===== src/rtl/segment_action_reader.sv =====
// Recovers action codes from synchronized seven-segment lines.
// Optional ambig output enabled by macro SEG_READER_AMBIG_EN.
module segment_action_reader #(
    parameter int unsigned STABLE_CYCLES = 4
) (
    input  logic       clk,
    input  logic       rst_n,
    input  logic       a,
    input  logic       b,
    input  logic       c,
    input  logic       d,
    input  logic       e,
    input  logic       f,
    input  logic       g,
    input  logic       ready,
    input  logic       clr,
    output logic [2:0] code,
    output logic       valid,
    output logic       err,
`ifdef SEG_READER_AMBIG_EN
    output logic       ambig,
`endif
    output logic       ovf
);

    typedef enum logic {S_IDLE, S_PEND} state_t;

    localparam logic [3:0] CMAX = 4'(STABLE_CYCLES);
    localparam logic [6:0] PAT_AMB = 7'b1111010;

    logic [6:0] r_s1;
    logic [6:0] r_s2;
    logic [3:0] r_cnt;
    logic       r_hit;
    logic [6:0] r_last;
    logic       r_last_vld;
    logic [2:0] r_code;
    logic       r_err;
    logic       r_ovf;
    state_t     r_state;
    state_t     w_state_nxt;

    logic [6:0] w_pat;
    logic       w_qual;
    logic       w_known;
    logic [2:0] w_dec;
    logic       w_blank;
    logic       w_dup;
    logic       w_load;
    logic       w_err_set;
    logic       w_ovf_set;

    assign w_pat = {a, b, c, d, e, f, g};

    // The counter restarts on the edge where the new pattern reaches stage 2,
    // so it counts samples of the stage-2 pattern that matched its successor.
    always_ff @(posedge clk or negedge rst_n) begin
        if (!rst_n) begin
            r_s1  <= '0;
            r_s2  <= '0;
            r_cnt <= '0;
            r_hit <= 1'b0;
        end else begin
            r_s1  <= w_pat;
            r_s2  <= r_s1;
            r_hit <= (r_cnt == CMAX);
            if (r_s1 != r_s2)
                r_cnt <= '0;
            else if (r_cnt != CMAX)
                r_cnt <= r_cnt + 4'd1;
        end
    end

    assign w_qual = (r_cnt == CMAX) && !r_hit;

    always_comb begin
        w_known = 1'b1;
        w_dec   = 3'd0;
        unique case (r_s2)
            7'b1111010: w_dec = 3'd0;
            7'b0001000: w_dec = 3'd1;
            7'b0110001: w_dec = 3'd2;
            7'b1110001: w_dec = 3'd3;
            7'b0100100: w_dec = 3'd4;
            7'b1100000: w_dec = 3'd5;
            default:    w_known = 1'b0;
        endcase
    end

    assign w_blank   = (r_s2 == 7'd0);
    assign w_dup     = r_last_vld && (r_last == r_s2);
    assign w_load    = w_qual && w_known && !w_dup;
    assign w_err_set = w_qual && !w_known && !w_blank;
    assign w_ovf_set = w_load && (r_state == S_PEND) && !ready;

    always_comb begin
        w_state_nxt = r_state;
        unique case (r_state)
            S_IDLE: if (w_load) w_state_nxt = S_PEND;
            S_PEND: if (!w_load && ready) w_state_nxt = S_IDLE;
            default: w_state_nxt = S_IDLE;
        endcase
    end

    always_ff @(posedge clk or negedge rst_n) begin
        if (!rst_n) begin
            r_state    <= S_IDLE;
            r_code     <= '0;
            r_last     <= '0;
            r_last_vld <= 1'b0;
            r_err      <= 1'b0;
            r_ovf      <= 1'b0;
        end else begin
            r_state <= w_state_nxt;
            if (w_load) begin
                r_code     <= w_dec;
                r_last     <= r_s2;
                r_last_vld <= 1'b1;
            end else if (w_qual && w_blank) begin
                r_last_vld <= 1'b0;
            end
            // A set in the same cycle as clr wins.
            if (w_err_set)
                r_err <= 1'b1;
            else if (clr)
                r_err <= 1'b0;
            if (w_ovf_set)
                r_ovf <= 1'b1;
            else if (clr)
                r_ovf <= 1'b0;
        end
    end

`ifdef SEG_READER_AMBIG_EN
    logic r_ambig;

    always_ff @(posedge clk or negedge rst_n) begin
        if (!rst_n)
            r_ambig <= 1'b0;
        else if (w_load)
            r_ambig <= (r_s2 == PAT_AMB);
    end

    assign ambig = r_ambig;
`else
    logic w_unused;
    assign w_unused = ^PAT_AMB;
`endif

    assign code  = r_code;
    assign valid = (r_state == S_PEND);
    assign err   = r_err;
    assign ovf   = r_ovf;

endmodule

===== config.mk =====
export PLATFORM = sky130hd
export DESIGN_NAME = segment_action_reader
export DESIGN_NICKNAME = d
export VERILOG_FILES = /design/src/rtl/segment_action_reader.sv
export SDC_FILE = /design/constraint.sdc
export NUM_CORES = 1
export LEC_CHECK = 0
export ABC_AREA = 1
export ABC_CLOCK_PERIOD_IN_PS = 1440
export CAP_MARGIN = 10
export CORE_MARGIN = 4
export CORE_UTILIZATION = 50
export CTS_CLUSTER_SIZE = 25
export DETAILED_ROUTE_END_ITERATION = 10
export GPL_TIMING_DRIVEN = 0
export HOLD_SLACK_MARGIN = 0.15
export PLACE_DENSITY = 0.85
export SKIP_CTS_REPAIR_TIMING = 1
export SLEW_MARGIN = 20
export SYNTH_ARGS = -nofsm -noshare
export SYNTH_HDL_FRONTEND = slang
export SYNTH_SLANG_ARGS = --single-unit

===== constraint.sdc =====
create_clock -name clk -period 1.44 [get_ports clk]
set_input_delay 0.216 -clock clk [delete_from_list [all_inputs] [get_ports clk]]
set_output_delay 0.216 -clock clk [all_outputs]
set_load 0.1 [all_outputs]

==> run summary <==
The flow ran to the end, but the final reports show violations. The checks that failed: setup timing. After detailed routing, the number of vias per cell comes to 4.89. Once routing completed, OpenROAD measured the worst setup slack at -116 ps.

Of the cells placed in the final design, the portion with a size suffix greater than 1 is 0.199. TritonCTS built the clock tree. The max-slew headroom at the worst pin came out at 0.528. The antenna diode count is 0. During I/O placement, the number of pins put on the boundary was 17. The final-report max-slew violation count came out at 0.

The number of hold violations in the final report is 0. The post-synthesis register bit count is 33. The row count came out at 20. The root buffer cell chosen for the clock tree is sky130_fd_sc_hd__clkbuf_4.

Adding up every negative setup slack in the final design gives -1120 ps. The register area share after synthesis is 0.502. The first-pass iteration count of the detailed router is 4. In the final design database the tool counted 243 nets. The utilization after layout came out at 0.643. The filler cells instantiated in the layout total 278. STA classifies the critical path endpoint as a flop. The floorplan step defined a die boundary enclosing 0.00427 mm². Before CTS, the worst setup slack after placement is -252 ps. The all-layer global routing usage is 0.168. The half-perimeter wire length after placement is 2310 µm. The commonest cells after synthesis are sky130_fd_sc_hd__nand2_1 (74), sky130_fd_sc_hd__dfrtp_1 (33), sky130_fd_sc_hd__inv_1 (20), sky130_fd_sc_hd__nand3_1 (18), sky130_fd_sc_hd__nor2_1 (17). The highest attainable clock frequency is 643 MHz. For the worst setup path, the data required time is 1670 ps. The pin count of the biggest net entering global routing came out at 34. The worst hold-check path type is primary input to flop. Synthesis produced 201 cells.

For this design, the sink count on the clock tree is 33. The final worst-path cycle share is 1.08. The net count of the mapped netlist came out at 214. The register cell area after layout is 828 µm². The initial core utilization came out at 0.530. The clock period minus worst slack came out at 1560 ps. The total core area came out at 0.00310 mm². The clock latency reported for the late side of the worst-skew pair came out at 340 ps. The first-pass GRT wire length is 5540 µm. The tool flagged a number of max-cap violations equal to 0. The total clock buffers created by CTS is 5. The critical path startpoint category is a flop.

The classification of the worst setup path is flop to flop. The final weighted congestion of routability-driven global placement is 0.869. Buffers placed on the I/O ports in this run total 16.

sky130_fd_sc_hd__nand2_1 is the most common cell in the netlist. Setup repair after global routing could not meet its margin everywhere. The fraction of registers with async set or reset after synthesis came out at 1.00. The arrival time of the worst setup path is 1790 ps. The share of synthesized area in the top cell type comes to 0.502. IR analysis of the VDD net gives a maximum drop of 0.000925 V. The number of antenna violations at the first check in global routing is 0. The dominant cell type by area after synthesis is sky130_fd_sc_hd__dfrtp_1. The overall die height came out at 65.3 µm.

After synthesis, the cell types taking the most area are sky130_fd_sc_hd__dfrtp_1 (50%), sky130_fd_sc_hd__nand2_1 (17%), sky130_fd_sc_hd__nand3_1 (5.5%). The count of antenna-violating nets left after detailed routing came out at 0. The clock input transition at the sequential cells of the worst setup and hold paths came out at 110 ps.

The deepest level of the CTS H-tree is 2. The total number of vias is 1,345. The wire length per cell came out at 11.8 µm. The synthesized area is 0.00164 mm².

The overall die width came out at 65.3 µm. The buffer depth of the longest clock path came out at 2. The area overhead of the layout relative to synthesis is 21.4%. The post-route DRC violation count came out at 0. The Yosys step of the flow raised 0 warnings. The number of different library cells used by synthesis comes to 24. The top fanout value on the critical path is 10.

The remaining global-route overflow is 0. The multi-input gate area in the final layout is 727 µm². The first-iteration detailed-routing DRC count came out at 66.

The power per unit of standard cell area came out at 907 mW/mm². The leakage power came out at 1.00 nW. The final wirelength came out at 3250 µm.

The primary flip-flop cell chosen by synthesis mapping is sky130_fd_sc_hd__dfrtp_1. The average cell area after synthesis came out at 8.18 µm². The number of setup violations in the final report is 13. The number of global-route vias before repair came out at 1,289. The actual transition at the worst max-transition pin is 708 ps. The number of enable flip-flop cells after synthesis is 0. The clock arrives with 7.46 ps of skew.
==> critical path, cell delays in order (launching register included) <==
cell and delay (ps):
sky130_fd_sc_hd__dfrtp_1 410, sky130_fd_sc_hd__inv_1 80, sky130_fd_sc_hd__ha_2 170, sky130_fd_sc_hd__nand2_2 60, sky130_fd_sc_hd__nor2_4 150, sky130_fd_sc_hd__inv_4 70, sky130_fd_sc_hd__nor2_8 120, sky130_fd_sc_hd__nand3_2 120
sky130_fd_sc_hd__buf_6 160, sky130_fd_sc_hd__nand2_1 50, sky130_fd_sc_hd__nand2_1 50
==> placed cells by master (no fill, tap or decap), types with 2 or more instances in the layout <==
cell type                          n
sky130_fd_sc_hd__inv_2             3
sky130_fd_sc_hd__nor2_1           14
sky130_fd_sc_hd__nor2_2            3
sky130_fd_sc_hd__nand3b_1          3
sky130_fd_sc_hd__inv_1            19
sky130_fd_sc_hd__clkbuf_2          6
sky130_fd_sc_hd__nand2_1          74
sky130_fd_sc_hd__nand3_2           2
sky130_fd_sc_hd__dfrtp_2           2
sky130_fd_sc_hd__clkbuf_4          6
sky130_fd_sc_hd__nor2_4            4
sky130_fd_sc_hd__clkdlybuf4s50_1   9
sky130_fd_sc_hd__buf_4             7
sky130_fd_sc_hd__inv_4             2
sky130_fd_sc_hd__dfrtp_1          31
sky130_fd_sc_hd__a21oi_1           2
sky130_fd_sc_hd__xnor2_1           3
sky130_fd_sc_hd__o21ai_1           2
sky130_fd_sc_hd__xor2_1            5
sky130_fd_sc_hd__nand3_1          17
==> cell families after synthesis <==
logic type,Yosys count,share of synthesized area
AOI/OAI and AO/OA,7,0.0228
DFF,33,0.502
adders and majority gates,2,0.0152
buffers and inverters,29,0.0784
xor gates and xnor gates,9,0.0479
and+or+nand+nor,121,0.333
==> layer usage <==
layer	up-vias	global-route usage	wire length (µm)
met5	-	0	0
met4	0	0.0596	31
met3	5	0.0479	213
met2	35	0.282	1530
met1	626	0.207	1470
li1	679	-	-
==> through the flow <==
stage                     hold slack (ps)  total power, mW  cell area, µm²  cells
after CTS                           -57.8             1.81            1940    269
after global placement                375             1.11            1860    261
after detailed placement              306             1.12            1850    261
after floorplan                     -79.6             1.05            1640    201
after global routing                  278             1.89            2000    275
final                                 301             1.81            2000    275
==> sequential cells by signal (all words and copies together), names as in the netlist <==
register / flops
r_s1: 7
r_cnt: 4
r_s2: 7
ovf: 1
r_last: 7
code: 3
r_last_vld: 1
err: 1
valid: 1
r_hit: 1
==> final cells by class <==
class | instances | area share
buffer | 5 | 0.0207
clock buffer | 5 | 0.0188
clock inverter | 3 | 0.0232
inverter | 24 | 0.0476
multi-input combinational | 140 | 0.364
sequential | 33 | 0.415
tap | 44 | 0.0276
timing repair buffer | 21 | 0.0828
==> path summary, 6_finish.rpt <==
check / start / end / slack [ps] / depth (start not counted)
max in group asynchronous: rst_n / r_s2[0] / 480 / 2
setup / recovery: r_cnt[0] / r_last[0] / -120 / 10
min in group asynchronous: rst_n / r_cnt[2] / 460 / 2
setup reg to reg: r_cnt[0] / r_last[0] / -120 / 10
hold reg to reg: r_s1[1] / r_s2[1] / 390 / 0
hold / removal: e / r_s1[2] / 300 / 1
==> power by group <==
group / internal, mW / total [mW] / switching, mW
combinational: 0.0621 / 0.141 / 0.0792
sequential: 0.947 / 0.965 / 0.0176
clock: 0.367 / 0.705 / 0.337
total: 1.38 / 1.81 / 0.434
Power figures use the tool's default switching activity.
